`config.mk`:
```
export PLATFORM = sky130hd
export DESIGN_NAME = systolic_result_drain
export DESIGN_NICKNAME = d
export VERILOG_FILES = /design/src/rtl/systolic_result_drain.sv
export SDC_FILE = /design/constraint.sdc
export NUM_CORES = 1
export LEC_CHECK = 0
export CAP_MARGIN = 10
export CORE_MARGIN = 2
export CORE_UTILIZATION = 55
export DETAILED_ROUTE_END_ITERATION = 10
export GPL_TIMING_DRIVEN = 0
export PLACE_DENSITY_LB_ADDON = 0.08
export SLEW_MARGIN = 10
export SYNTH_ARGS = -nofsm -noshare
export SYNTH_HDL_FRONTEND = slang
export SYNTH_SLANG_ARGS = --single-unit
```
`constraint.sdc`:
```
create_clock -name clk -period 5.1 [get_ports clk]
set_input_delay 1.275 -clock clk [delete_from_list [all_inputs] [get_ports clk]]
set_output_delay 1.275 -clock clk [all_outputs]
set_load 0.1 [all_outputs]
```
`src/rtl/systolic_result_drain.sv`:
```
// Result drain for an N x N systolic array: times the compute window after start,
// snapshots every PE accumulator, clears the array and streams results row-major.
module systolic_result_drain #(
  parameter int unsigned N              = 3,
  parameter int unsigned DW             = 17,
  parameter int unsigned COMPUTE_CYCLES = 3 * N - 1
) (
  input  logic                  clk,
  input  logic                  reset,
  input  logic                  start,
  input  logic [N*N*DW-1:0]     c_flat,
  output logic                  acc_clr,
  output logic                  busy,
  output logic                  out_valid,
  input  logic                  out_ready,
  output logic [DW-1:0]         out_data,
  output logic [$clog2(N)-1:0]  out_row,
  output logic [$clog2(N)-1:0]  out_col,
  output logic                  out_last,
  output logic                  done
);

  localparam int unsigned NE       = N * N;
  localparam int unsigned IW       = $clog2(NE);
  localparam int unsigned RW       = $clog2(N);
  localparam int unsigned CW       = $clog2(COMPUTE_CYCLES + 1);
  localparam int unsigned LAST_IDX = NE - 1;

  typedef enum logic [1:0] {
    S_IDLE = 2'd0,
    S_WAIT = 2'd1,
    S_SEND = 2'd2
  } state_e;

  state_e          state_q, state_d;
  logic [CW-1:0]   cnt_q, cnt_d;
  logic [IW-1:0]   idx_q, idx_d;
  logic [DW-1:0]   res_q [NE];
  logic [DW-1:0]   res_d [NE];
  logic            acc_clr_q, acc_clr_d;
  logic            done_q, done_d;

  logic            capture_c;
  logic            xfer_c;
  logic            last_c;

  assign capture_c = (state_q == S_WAIT) && (cnt_q == '0);
  assign xfer_c    = (state_q == S_SEND) && out_ready;
  assign last_c    = (idx_q == IW'(LAST_IDX));

  // State register
  always_ff @(posedge clk or negedge reset) begin
    if (!reset) begin
      state_q <= S_IDLE;
    end else begin
      state_q <= state_d;
    end
  end

  // Next-state logic; start is only honoured from IDLE
  always_comb begin
    state_d = state_q;
    unique case (state_q)
      S_IDLE: if (start)            state_d = S_WAIT;
      S_WAIT: if (capture_c)        state_d = S_SEND;
      S_SEND: if (xfer_c && last_c) state_d = S_IDLE;
      default:                      state_d = S_IDLE;
    endcase
  end

  // Datapath next values and stream outputs
  always_comb begin
    cnt_d     = cnt_q;
    idx_d     = idx_q;
    res_d     = res_q;
    acc_clr_d = 1'b0;
    done_d    = 1'b0;
    busy      = (state_q != S_IDLE);
    out_valid = (state_q == S_SEND);
    out_data  = '0;
    out_row   = '0;
    out_col   = '0;
    out_last  = 1'b0;

    unique case (state_q)
      S_IDLE: begin
        if (start) cnt_d = CW'(COMPUTE_CYCLES - 1);
      end
      S_WAIT: begin
        if (cnt_q != '0) begin
          cnt_d = cnt_q - CW'(1);
        end else begin
          for (int unsigned i = 0; i < NE; i++) begin
            res_d[i] = c_flat[i*DW +: DW];
          end
          idx_d     = '0;
          acc_clr_d = 1'b1;
        end
      end
      S_SEND: begin
        out_data = res_q[idx_q];
        out_row  = RW'(idx_q / IW'(N));
        out_col  = RW'(idx_q % IW'(N));
        out_last = last_c;
        if (xfer_c) begin
          if (last_c) begin
            idx_d  = '0;
            done_d = 1'b1;
          end else begin
            idx_d = idx_q + IW'(1);
          end
        end
      end
      default: ;
    endcase
  end

  // Datapath registers; the snapshot only changes on the capture edge
  always_ff @(posedge clk or negedge reset) begin
    if (!reset) begin
      cnt_q     <= '0;
      idx_q     <= '0;
      res_q     <= '{default: '0};
      acc_clr_q <= 1'b0;
      done_q    <= 1'b0;
    end else begin
      cnt_q     <= cnt_d;
      idx_q     <= idx_d;
      res_q     <= res_d;
      acc_clr_q <= acc_clr_d;
      done_q    <= done_d;
    end
  end

  assign acc_clr = acc_clr_q;
  assign done    = done_q;

endmodule
```
### Yosys cells after proc, flatten, opt, wreduce, memory -nomap -nowiden

Index checks and enable logic that the tools add are counted.

| cells by class | value |
|---|---|
| div/mod/pow operators | 2 |
| reductions and logical operators | 13 |
| shift-type cells | 0 |
| magnitude comparators | 1 |
| equality and inequality tests | 9 |
| $mul | 0 |
| multiplexer cells | 23 |
| add/sub/neg operators | 2 |
| bitwise logic cells | 2 |

Operators with widths:

| cell | number |
|---|---|
| binary-select mux 17 bit (select 4 bit) | 1 |
| two-way mux 17 bit | 3 |
| two-way mux 4 bit | 5 |
| case mux 4 bit (2 select lines) | 2 |
| two-way mux 2 bit | 5 |
| AND reduction 3 bit | 3 |
| two-way mux 1 bit | 6 |
| != test 2 x 1 -> 1 bit, second input constant | 3 |
| != test 2 bit, second input constant | 3 |
| case mux 2 bit (3 select lines) | 1 |
| nonzero test 2 bit | 3 |
| >= comparator 5 bit, second input constant | 1 |
| NOT 4 -> 5 bit | 1 |
| adder 4 x 1 -> 4 bit, second input constant | 1 |
| divider 4 x 2 -> 4 bit, second input constant | 1 |
| == test 4 bit, second input constant | 1 |
| logical NOT 4 bit | 1 |
| remainder unit 4 x 2 -> 4 bit, second input constant | 1 |
| nonzero test 4 bit | 1 |
| subtractor 4 x 1 -> 4 bit, second input constant | 1 |
| logical AND 1 bit | 3 |
| == test 2 x 1 -> 1 bit, second input constant | 1 |
| == test 2 bit, second input constant | 1 |
| logical NOT 2 bit | 1 |
| other kinds (2) | 2 |

| word-level totals | value |
|---|---|
| memories kept | 0 |
| output and inout port bits | 26 |
| register bits after elaboration | 165 |
| bits in latches | 0 |
| memory bits (writable) | 0 |
| ROM bits | 0 |
| word-level logic and storage cells | 66 |

### Logic depth before layout (Yosys ltp)

| logic depth | value |
|---|---|
| word-level depth | 5 |
| depth in mapped cells | 11 |
| gate-level depth less buffers | 11 |

### Worst setup path after synthesis

Ideal clock, no wire load.

| path | value |
|---|---|
| path type | register to output |
| from | register idx_q[0] |
| to | output port out_row[0] |
| stages on the path, launching flop included | 11 |
| arrival time | 4.090 ns |
| path slack | -0.265 ns |
| path through | dfrtp_1 -> buf_2 -> buf_4 -> buf_2 -> inv_1 -> ha_1 -> and2_1 -> a221oi_1 -> ha_1 -> a2111oi_2 -> nor3_1 |

| on the way | value |
|---|---|
| word-level cells in the longest chain between the ends | 2 |

RTL lines:

| what | RTL line | RTL |
|---|---|---|
| start, declared | 37 | `logic [IW-1:0] idx_q, idx_d;` |
| start signal, assigned | 128 | `idx_q <= idx_d;` |
| divider 4 x 2 -> 4 bit | 102 | `out_row = RW'(idx_q / IW'(N));` |
| two-way mux 2 bit | 85 | `unique case (state_q)` |
| end, declared | 17 | `output logic [$clog2(N)-1:0] out_row,` |

Every way passes these cells.

### Final worst setup path

| path | value |
|---|---|
| from | register idx_q[1] |
| to | output port out_data[2] |

| on the way | value |
|---|---|
| word-level cells in the longest chain between the ends | 5 |

RTL lines:

| what | RTL line | RTL |
|---|---|---|
| NOT 4 -> 5 bit (implied by the code) | 101 | `out_data = res_q[idx_q];` |
| binary-select mux 17 bit (select 4 bit) | 101 |  |
| two-way mux 17 bit (implied by the code) (2 in series) | 101 |  |
| two-way mux 17 bit | 85 |  |
| end, declared | 16 | `output logic [DW-1:0] out_data,` |

Every way passes these cells. The select of a mux whose other input is x is not followed.

==> reports/results.ini <==
[synth]
synth.distinct_cells=45
synth.net_count=739
synth.area.top_cells=dfrtp_1 49%, mux2_4 18%, mux2_1 7.2%
synth_commonest_cells=165 x dfrtp_1, 100 x mux2_4, 54 x mux2_1, 33 x nand2_1, 25 x mux2i_1
synth_edf_count=0
ys.flop_type=dfrtp_1
synth_most_common_cell=dfrtp_1
synth_cells=571
yosys.area.top_type_share_pct=49.1
syn_area_um2=8410
async_flop_share_pct=100
synth.yosys.warnings=0
yosysTopAreaCell=dfrtp_1
seq_area_frac_synth_pct=49.1
avgSynthCellArea_um2=14.7
synth_seq_cells=165

[floorplan]
die_w_um=128
io_pins=183
initial_core_util_pct=55.7
core-area_um2=15100
die_area_um2=16300
num_rows=45
die_y_um=128

[sta]
min_period_ps=5000
finalCritPeriodShare_pct=97.9
setup_viol_count_final=0
tightest_slew_ps=1030
fmax_mhz=200
rsz0062_at_grt=no
slew-limit-headroom_pct=30.9
slew_viol_final=0
setup_slack_ps=105
hold_slack_ps=483
hold_viol=0
skew_ps=5.85

[clocking]
cts_tree=built
cts_max_path_buffers=2
cts_hold_buf=0
cts_buffers=17
cts_setup_buffers=0
clock_sinks=165
clockRootBuffer=clkbuf_16
path_clk_slew_ps=60
h-tree-depth=4
clk_latency_ps=420

[critical_path]
critPathMaxFanout=10
startpoint_type=flip-flop
crit_arrival_ps=3720
worstSetupEndpointType=output port
worstPathRequired_ps=3830
critPathKind=flip-flop to output port

[placement]
portBuffers=182
place.detailed.hpwl_mm=15.5
place.gp.congestion=0.880
post-place-ws_ps=-254

[cells_and_area]
drive_gt1_share_pct=25.1
regArea_um2=4130
synthToLayoutAreaGrowth_pct=31.3
fin_nets=940
antenna_cells=0
multiInputGateArea_um2=3850
fillers=1019

[pwr]
vdd_drop_max_uv=367
p_per_area_nw_per_um2=373
total_leakage_power_nw=4.96

[job]
maxCapViolCount=0

[grt]
grt_pass1_wl_mm=33.5
antenna_found_initial=0
grt_use_total_pct=27.4
grt-ovfl-total=0
grt_pass1_vias=6004
grt_max_degree=112

[drt]
drc=0
dr.pass1.iters=5
wl_per_cell_um=22.2
drt_iter0_markers=349
ant_nets=0
wl_mm=21.5
via_count=5536
vias_per_cell=5.70

[run_status]
outcome=completed

[hold_path]
hp-class=flip-flop to flip-flop

[critical path, stage by stage (launching register included)]
cell and delay, ps:
dfrtp_1 390, buf_4 180, clkbuf_1 650, nand2_1 390, o22a_1 330, a31oi_1 170
clkdlybuf4s50_1 1180
[cells by family after synthesis]
logic type                 count (synthesis)  synth area share, %
and+or+nand+nor                           81                 5.22
DFF                                      165                 49.1
muxes                                    206                 33.9
adders and majority gates                 11                 1.64
buffers and inverters                     48                 5.27
AOI/OAI and AO/OA                         60                 4.83
[flip-flops by register name, summed over array words and instances, names as in the netlist]
register,count
idx_q,4
cnt_q,4
state_q,2
res_q,153
acc_clr,1
done,1
[path summary, 6_finish.rpt]
kind / from / end / slack (ps) / depth (start not counted)
setup / recovery: idx_q[1] / out_data[2] / 100 / 6
hold / removal: res_q[105] / res_q[105] / 480 / 1
setup reg to reg: cnt_q[0] / res_q[83] / 2910 / 7
hold reg to reg: res_q[105] / res_q[105] / 480 / 1
max in group asynchronous: reset / res_q[90] / 3440 / 2
min in group asynchronous: reset / res_q[28] / 750 / 1
[through the flow]
stage	instance area (µm²)	std cells	total power [mW]	TNS (ps)	utilization, %
after floorplan	8420	571	2.55	0	-
final	11000	972	4.12	0	73.2
after global routing	11000	972	4.31	0	73.2
after detailed placement	10500	942	2.96	-482	69.7
after global placement	10500	941	2.90	-613510	69.5
after CTS	11000	973	4.14	0	73.1
[area by class of cell]
type,count,area share [%]
Multi-Input combinational cell,358,34.9
Clock buffer,23,4.33
Timing Repair Buffer,183,16.8
Inverter,14,0.476
Sequential cell,165,37.4
Clock inverter,8,0.476
Tap cell,188,2.13
Buffer,33,3.49
[placed cells by master (no fill, tap or decap), types with 2 or more instances in the layout]
cell | synthesis | final
clkdlybuf4s50_1 | 0 | 175
dfrtp_1 | 165 | 165
mux2_4 | 100 | 100
mux2_1 | 54 | 54
nand2_1 | 33 | 33
mux2i_1 | 25 | 25
a21oi_1 | 19 | 17
mux4_2 | 17 | 17
clkbuf_16 | 0 | 17
clkbuf_1 | 9 | 12
inv_1 | 11 | 11
buf_12 | 11 | 11
nor3_1 | 12 | 11
a221oi_1 | 11 | 11
ha_1 | 11 | 11
mux2_2 | 10 | 10
a31oi_1 | 8 | 8
nand2b_1 | 7 | 7
o21ai_0 | 7 | 7
o22a_1 | 7 | 7
nor2_1 | 6 | 6
buf_8 | 5 | 6
buf_4 | 4 | 5
nor2b_1 | 5 | 5
clkinvlp_4 | 0 | 5
inv_2 | 3 | 3
buf_2 | 4 | 3
clkbuf_8 | 0 | 3
clkinv_2 | 0 | 3
dlymetal6s2s_1 | 0 | 3
nand3_1 | 2 | 2
a21oi_2 | 0 | 2
and2_1 | 2 | 2
and3_1 | 2 | 2
or3b_1 | 2 | 2
o21ai_1 | 2 | 2
nand4_1 | 2 | 2
[where the power goes]
part	total [mW]	internal (mW)	switching (mW)
Sequential	1.74	1.58	0.159
Clock	1.17	0.656	0.518
Combinational	1.21	0.618	0.591
[per-layer routing]
| layer | routed length, µm | GRT usage [%] | part of all wire, % | vias up |
|---|---|---|---|---|
| met5 | 0 | 0 | 0 | - |
| met4 | 467 | 8.66 | 2.2 | 0 |
| met3 | 1150 | 5.30 | 5.3 | 27 |
| met2 | 10600 | 44.8 | 49 | 176 |
| met1 | 9360 | 37.3 | 43 | 2852 |
| li1 | - | - | - | 2481 |
[repair_timing]
item	4_1_cts	5_1_grt
gates resized for setup	14	4
hold endpoints to repair	0	0
setup endpoints to repair	3	5
Power figures use the tool's default switching activity.
